===== config.mk =====
export PLATFORM = sky130hd
export DESIGN_NAME = multi_channel_clock_divider
export DESIGN_NICKNAME = d
export VERILOG_FILES = /design/src/rtl/clkdiv_pkg.sv /design/src/rtl/clkdiv_channel.sv /design/src/rtl/multi_channel_clock_divider.sv
export SDC_FILE = /design/constraint.sdc
export NUM_CORES = 1
export LEC_CHECK = 0
export CAP_MARGIN = 15
export CELL_PAD_IN_SITES_DETAIL_PLACEMENT = 1
export CELL_PAD_IN_SITES_GLOBAL_PLACEMENT = 1
export CORE_ASPECT_RATIO = 1.75
export CORE_MARGIN = 2
export CORE_UTILIZATION = 54
export CTS_CLUSTER_DIAMETER = 30
export DETAILED_ROUTE_END_ITERATION = 8
export GPL_ROUTABILITY_DRIVEN = 0
export MAX_ROUTING_LAYER = met4
export PLACE_DENSITY = 0.88
export RECOVER_POWER = 50
export SYNTH_ARGS = -nofsm -noshare
export SYNTH_HDL_FRONTEND = slang
export SYNTH_SLANG_ARGS = --single-unit
export TNS_END_PERCENT = 50

===== constraint.sdc =====
create_clock -name clk -period 3.89 [get_ports clk]
set_clock_uncertainty 0.2 [all_clocks]
set_input_delay 0.5835 -clock clk [delete_from_list [all_inputs] [get_ports clk]]
set_output_delay 0.5835 -clock clk [all_outputs]
set_load 0.005 [all_outputs]

===== src/rtl/clkdiv_pkg.sv =====
// Shared types and helpers for the multi-channel clock divider.
package clkdiv_pkg;

  localparam int DIV_RST_DEFAULT = 127;

  typedef struct packed {
    logic div_out;
    logic tick;
    logic pend;
  } ch_out_t;

  // Index width that never collapses to zero bits for a single channel
  function automatic int chw(input int n);
    return (n > 1) ? $clog2(n) : 1;
  endfunction

endpackage


===== src/rtl/clkdiv_channel.sv =====
// One divider channel: wrap counter, double-buffered divisor, toggle output and tick.
module clkdiv_channel
  import clkdiv_pkg::*;
#(
  parameter int W           = 16,
  parameter int DEFAULT_DIV = DIV_RST_DEFAULT
) (
  input  logic         clk,
  input  logic         arst_n,
  input  logic         en,
  input  logic         sync_clr,
  input  logic         wr,
  input  logic [W-1:0] wdiv,
  output ch_out_t      st
);

  localparam logic [W-1:0] DEF = W'(DEFAULT_DIV);

  logic [W-1:0] cnt, div_cur, div_nxt;
  logic         pend, dout, tck;

  // wr is only ever raised while pend is clear, so it never races an apply
  always_ff @(posedge clk or negedge arst_n) begin
    if (!arst_n) begin
      cnt     <= '0;
      div_cur <= DEF;
      div_nxt <= DEF;
      pend    <= 1'b0;
      dout    <= 1'b0;
      tck     <= 1'b0;
    end else begin
      tck <= 1'b0;
      if (sync_clr) begin
        cnt  <= '0;
        dout <= 1'b0;
        if (pend) begin
          div_cur <= div_nxt;
          pend    <= 1'b0;
        end
      end else begin
        if (wr) begin
          div_nxt <= wdiv;
          pend    <= 1'b1;
        end
        if (en) begin
          if (cnt == div_cur) begin
            cnt  <= '0;
            dout <= ~dout;
            tck  <= 1'b1;
            if (pend) begin
              div_cur <= div_nxt;
              pend    <= 1'b0;
            end
          end else begin
            cnt <= cnt + W'(1);
          end
        end else if (pend) begin
          // idle channel has no period to protect: take the new divisor now
          div_cur <= div_nxt;
          pend    <= 1'b0;
          cnt     <= '0;
        end
      end
    end
  end

  assign st.div_out = dout;
  assign st.tick    = tck;
  assign st.pend    = pend;

endmodule


===== src/rtl/multi_channel_clock_divider.sv =====
// NCH programmable clock dividers: config decode, ready mux and group realign fan-out.
module multi_channel_clock_divider
  import clkdiv_pkg::*;
#(
  parameter int  NCH         = 4,
  parameter int  W           = 16,
  parameter int  DEFAULT_DIV = DIV_RST_DEFAULT,
  localparam int CHW         = chw(NCH)
) (
  input  logic           clk,
  input  logic           arst_n,
  input  logic [NCH-1:0] en,
  input  logic           sync_clr,
  input  logic           cfg_valid,
  output logic           cfg_ready,
  input  logic [CHW-1:0] cfg_ch,
  input  logic [W-1:0]   cfg_div,
  output logic [NCH-1:0] div_out,
  output logic [NCH-1:0] tick,
  output logic [NCH-1:0] pend
);

  localparam int NSLOT = 2**CHW;

  ch_out_t [NCH-1:0]   st;
  logic    [NSLOT-1:0] pend_pad;
  logic                acc;

  // unused index slots read as not-pending so writes to them are accepted and dropped
  assign cfg_ready = ~pend_pad[cfg_ch];
  assign acc       = cfg_valid & cfg_ready & ~sync_clr;

  for (genvar i = 0; i < NCH; i++) begin : g_ch
    clkdiv_channel #(
      .W          (W),
      .DEFAULT_DIV(DEFAULT_DIV)
    ) u_ch (
      .clk     (clk),
      .arst_n  (arst_n),
      .en      (en[i]),
      .sync_clr(sync_clr),
      .wr      (acc && (cfg_ch == CHW'(i))),
      .wdiv    (cfg_div),
      .st      (st[i])
    );
    assign div_out[i] = st[i].div_out;
    assign tick[i]    = st[i].tick;
    assign pend[i]    = st[i].pend;
  end

  for (genvar i = 0; i < NSLOT; i++) begin : g_pad
    if (i < NCH) begin : g_in
      assign pend_pad[i] = st[i].pend;
    end else begin : g_out
      assign pend_pad[i] = 1'b0;
    end
  end

endmodule

==> impl_metrics.tcl <==
set metrics [dict create \
    status "finished with violations" \
    violations "capacitance limit, slew limit" \
    required_ns 3.11 \
    reg2reg_from "g_ch[0].u_ch.cnt[8]" \
    relSlewSlack_pct -19.8 \
    vias_per_cell 6.31 \
    synthAdderAreaFrac_pct 0.510 \
    synth_top_family_by_area "multiplexers" \
    cp-end-kind "output pin" \
    ys_seq_area_share_pct 52.8 \
    start_util_pct 54.8 \
    synthCells 782 \
    drive_gt1_share_pct 28.8 \
    fillCellCount 1733 \
    seq_area_mm2 0.00517 \
    grt_max_degree 109 \
    tightest_slew_ns 1.80 \
    root_buffer "clkbuf_16" \
    pwr-share-seq_pct 43.8 \
    finalCritPeriodShare_pct 84.4 \
    layout_common_cells "148 x dfrtp_1, 66 x mux2_2, 56 x dfstp_2" \
    syn_avg_cell_area_um2 12.5 \
    grt_util_all_layers_pct 33.2 \
    period_needed_ns 3.28 \
    overflow 0 \
    worstSetupPathType "primary input to output pin" \
    yosysWarningCount 0 \
    antenna_found_initial 0 \
    hpwl_um 18500 \
    ff2ff_path_depth 6 \
    htreeDepth 1 \
    dieArea_mm2 0.0193 \
    clk_latency_ns 0.55 \
    hp-start "g_ch[2].u_ch.div_nxt[15]" \
    placement.io_buffers 38 \
    die_w_um 106 \
    final_antenna_net_count 0 \
    synthSimpleGateAreaFrac_pct 12.5 \
    synth_xor_area_share_pct 8.13 \
    synthArstFlopShare_pct 100 \
    ys_types 61 \
    hold_path_class "flip-flop to flip-flop" \
    cts_resized 0 \
    boundaryPins 39 \
    wl_per_cell_um 27.8 \
    syn_area_mm2 0.00981 \
    synth_top_flop_cell "dfrtp_1" \
    regToRegEndpoint "g_ch[0].u_ch.div_cur[9]" \
    combPwrFrac_pct 17.3 \
    firstDrtPassIters 4 \
    synthMuxAreaShare_pct 16.9 \
    numClockSinks 204 \
    drv_cap 1 \
    nets 860 \
    startpoint_type "primary input" \
    cts_tree "done" \
    drt_iter0_markers 421 \
    vias 6864 \
    postCtsSetupRepairBufs 0 \
    crit_start "cfg_ch[0]" \
    max_freq_ghz 0.305 \
    p_leak_nw 4.91 \
    final_core_util_pct 63.5 \
    drcViolationCount 0 \
    p_switching_mw 2.04 \
    clockBufferDepth 3 \
    diodes 0 \
    finalSetupTns_ns 0 \
    reg2reg_slack_ns 0.85 \
    synth-seq-cells 204 \
    rsz0062_at_grt "no" \
    min_delay_worst_endpoint "g_ch[2].u_ch.div_nxt[15]" \
    powerDensity_mw_per_mm2 632 \
    ir_drop_uv 389 \
    grt_pass1_vias 7919 \
    final_common_cell "dfrtp_1" \
    swShare_pct 28.5 \
    clkTransAtPathRegs_ns 0.05 \
    hold-worst-slack_ns 0.306 \
    grt_pass1_wl_um 47600 \
    drv_slew 33 \
    multi_input_area_mm2 0.00429 \
    synth.net_count 812 \
    finalSetupViolCount 0 \
    numCtsBuffers 29 \
    coreArea_mm2 0.0179 \
    hold_depth 1 \
    syn2layout_area_growth_pct 15.7 \
    row_count 65 \
    p_clk_share_pct 38.9 \
    hold_viol_final 0 \
    routed_wl_um 30200 \
    cp.arrival_ns 2.50 \
    power.internal_mw 5.14 \
    crit_fanout 5 \
    synth_compound_area_share_pct 5.93 \
    synth_edf_count 0 \
    die_y_um 182 \
]
## per-stage QoR
stage | cell area (µm²) | total power, mW | worst slack [ns] | cells
floorplan | 9810 | 3.88 | 1.52 | 782
global placement | 10400 | 4.14 | 0.578 | 1032
detailed placement | 10400 | 4.31 | 0.483 | 1032
CTS | 11400 | 7.22 | 0.595 | 1087
global route | 11400 | 7.40 | 0.419 | 1087
finish | 11400 | 7.18 | 0.608 | 1087
## Yosys cell counts, types with 6 or more instances
library cell	number	area, µm²
a21oi_1	12	60.1
a31oi_1	10	62.6
and3_1	9	56.3
and4_1	6	52.6
buf_2	12	60.1
buf_4	13	97.6
buf_6	6	67.6
dfrtp_1	148	3700
dfstp_2	56	1470
inv_1	14	52.6
mux2_1	26	293
mux2_2	66	743
mux2_4	39	586
nand2_1	36	135
nand2b_1	8	50.1
nand3_1	18	90.1
nand4_1	33	206
nor2_1	51	191
nor3_1	13	65.1
nor4_1	13	81.3
o21ai_0	8	40.0
o31ai_1	7	52.6
or3_1	6	37.5
xnor2_1	41	359
xor2_1	50	438
## critical path: stages
cell and delay (ns):
clkdlybuf4s50_1 0.71, mux4_2 0.59, inv_1 0.09, clkdlybuf4s50_1 0.52
## power groups by stage
| stage | Clock, mW | Combinational (mW) | Sequential, mW |
|---|---|---|---|
| 3_5_place_dp | 0 | 1.19 | 3.12 |
| 6_report | 2.80 | 1.24 | 3.14 |
| 5_1_grt | 2.90 | 1.31 | 3.19 |
| 2_1_floorplan | 0 | 0.894 | 2.98 |
| 3_3_place_gp | 0 | 1.07 | 3.07 |
| 4_1_cts | 2.82 | 1.27 | 3.13 |
## state kept, by name, indices dropped and copies added (netlist names)
signal             count
g_ch.u_ch.cnt         64
g_ch.u_ch.div_cur     64
g_ch.u_ch.div_nxt     64
g_ch.u_ch.dout         4
g_ch.u_ch.pend         4
g_ch.u_ch.tck          4
## how the worst max path moves through the flow
stage	endpoint	slack, ns	depth (start not counted)
2_1_floorplan	g_ch[3].u_ch.div_nxt[10]	1.52	6
3_3_place_gp	g_ch[0].u_ch.cnt[5]	0.58	7
3_5_place_dp	g_ch[0].u_ch.cnt[5]	0.48	7
4_1_cts	cfg_ready	0.59	4
5_1_grt	g_ch[0].u_ch.dout	0.42	3
6_report	cfg_ready	0.61	4
## layer usage
layer	up-vias	part of all wire, %	global-route usage [%]
met1	3589	37	37.1
met5	-	0	-
met2	275	54	57.8
li1	2899	-	-
met3	101	4.3	4.68
met4	0	5.1	16.3
## logic make-up after synthesis
logic type	count (synthesis)
flops	204
compound gates	78
buf+inv	55
simple gates	217
mux	133
fa+ha+maj	4
xor+xnor	91
## timing repair
action,in CTS,in global routing
hold buffers,1,0
hold endpoints to repair,4,0
endpoints found under the setup margin,0,0
## final cells by class
cell class / count / area share (%)
clock inverters: 17 / 1.97
inverters: 14 / 0.463
repair buffers: 58 / 4.64
multi-input cells: 523 / 37.8
flip-flops and latches: 204 / 45.6
clock buffers: 37 / 7.01
well taps: 234 / 2.58
Power figures use the tool's default switching activity.
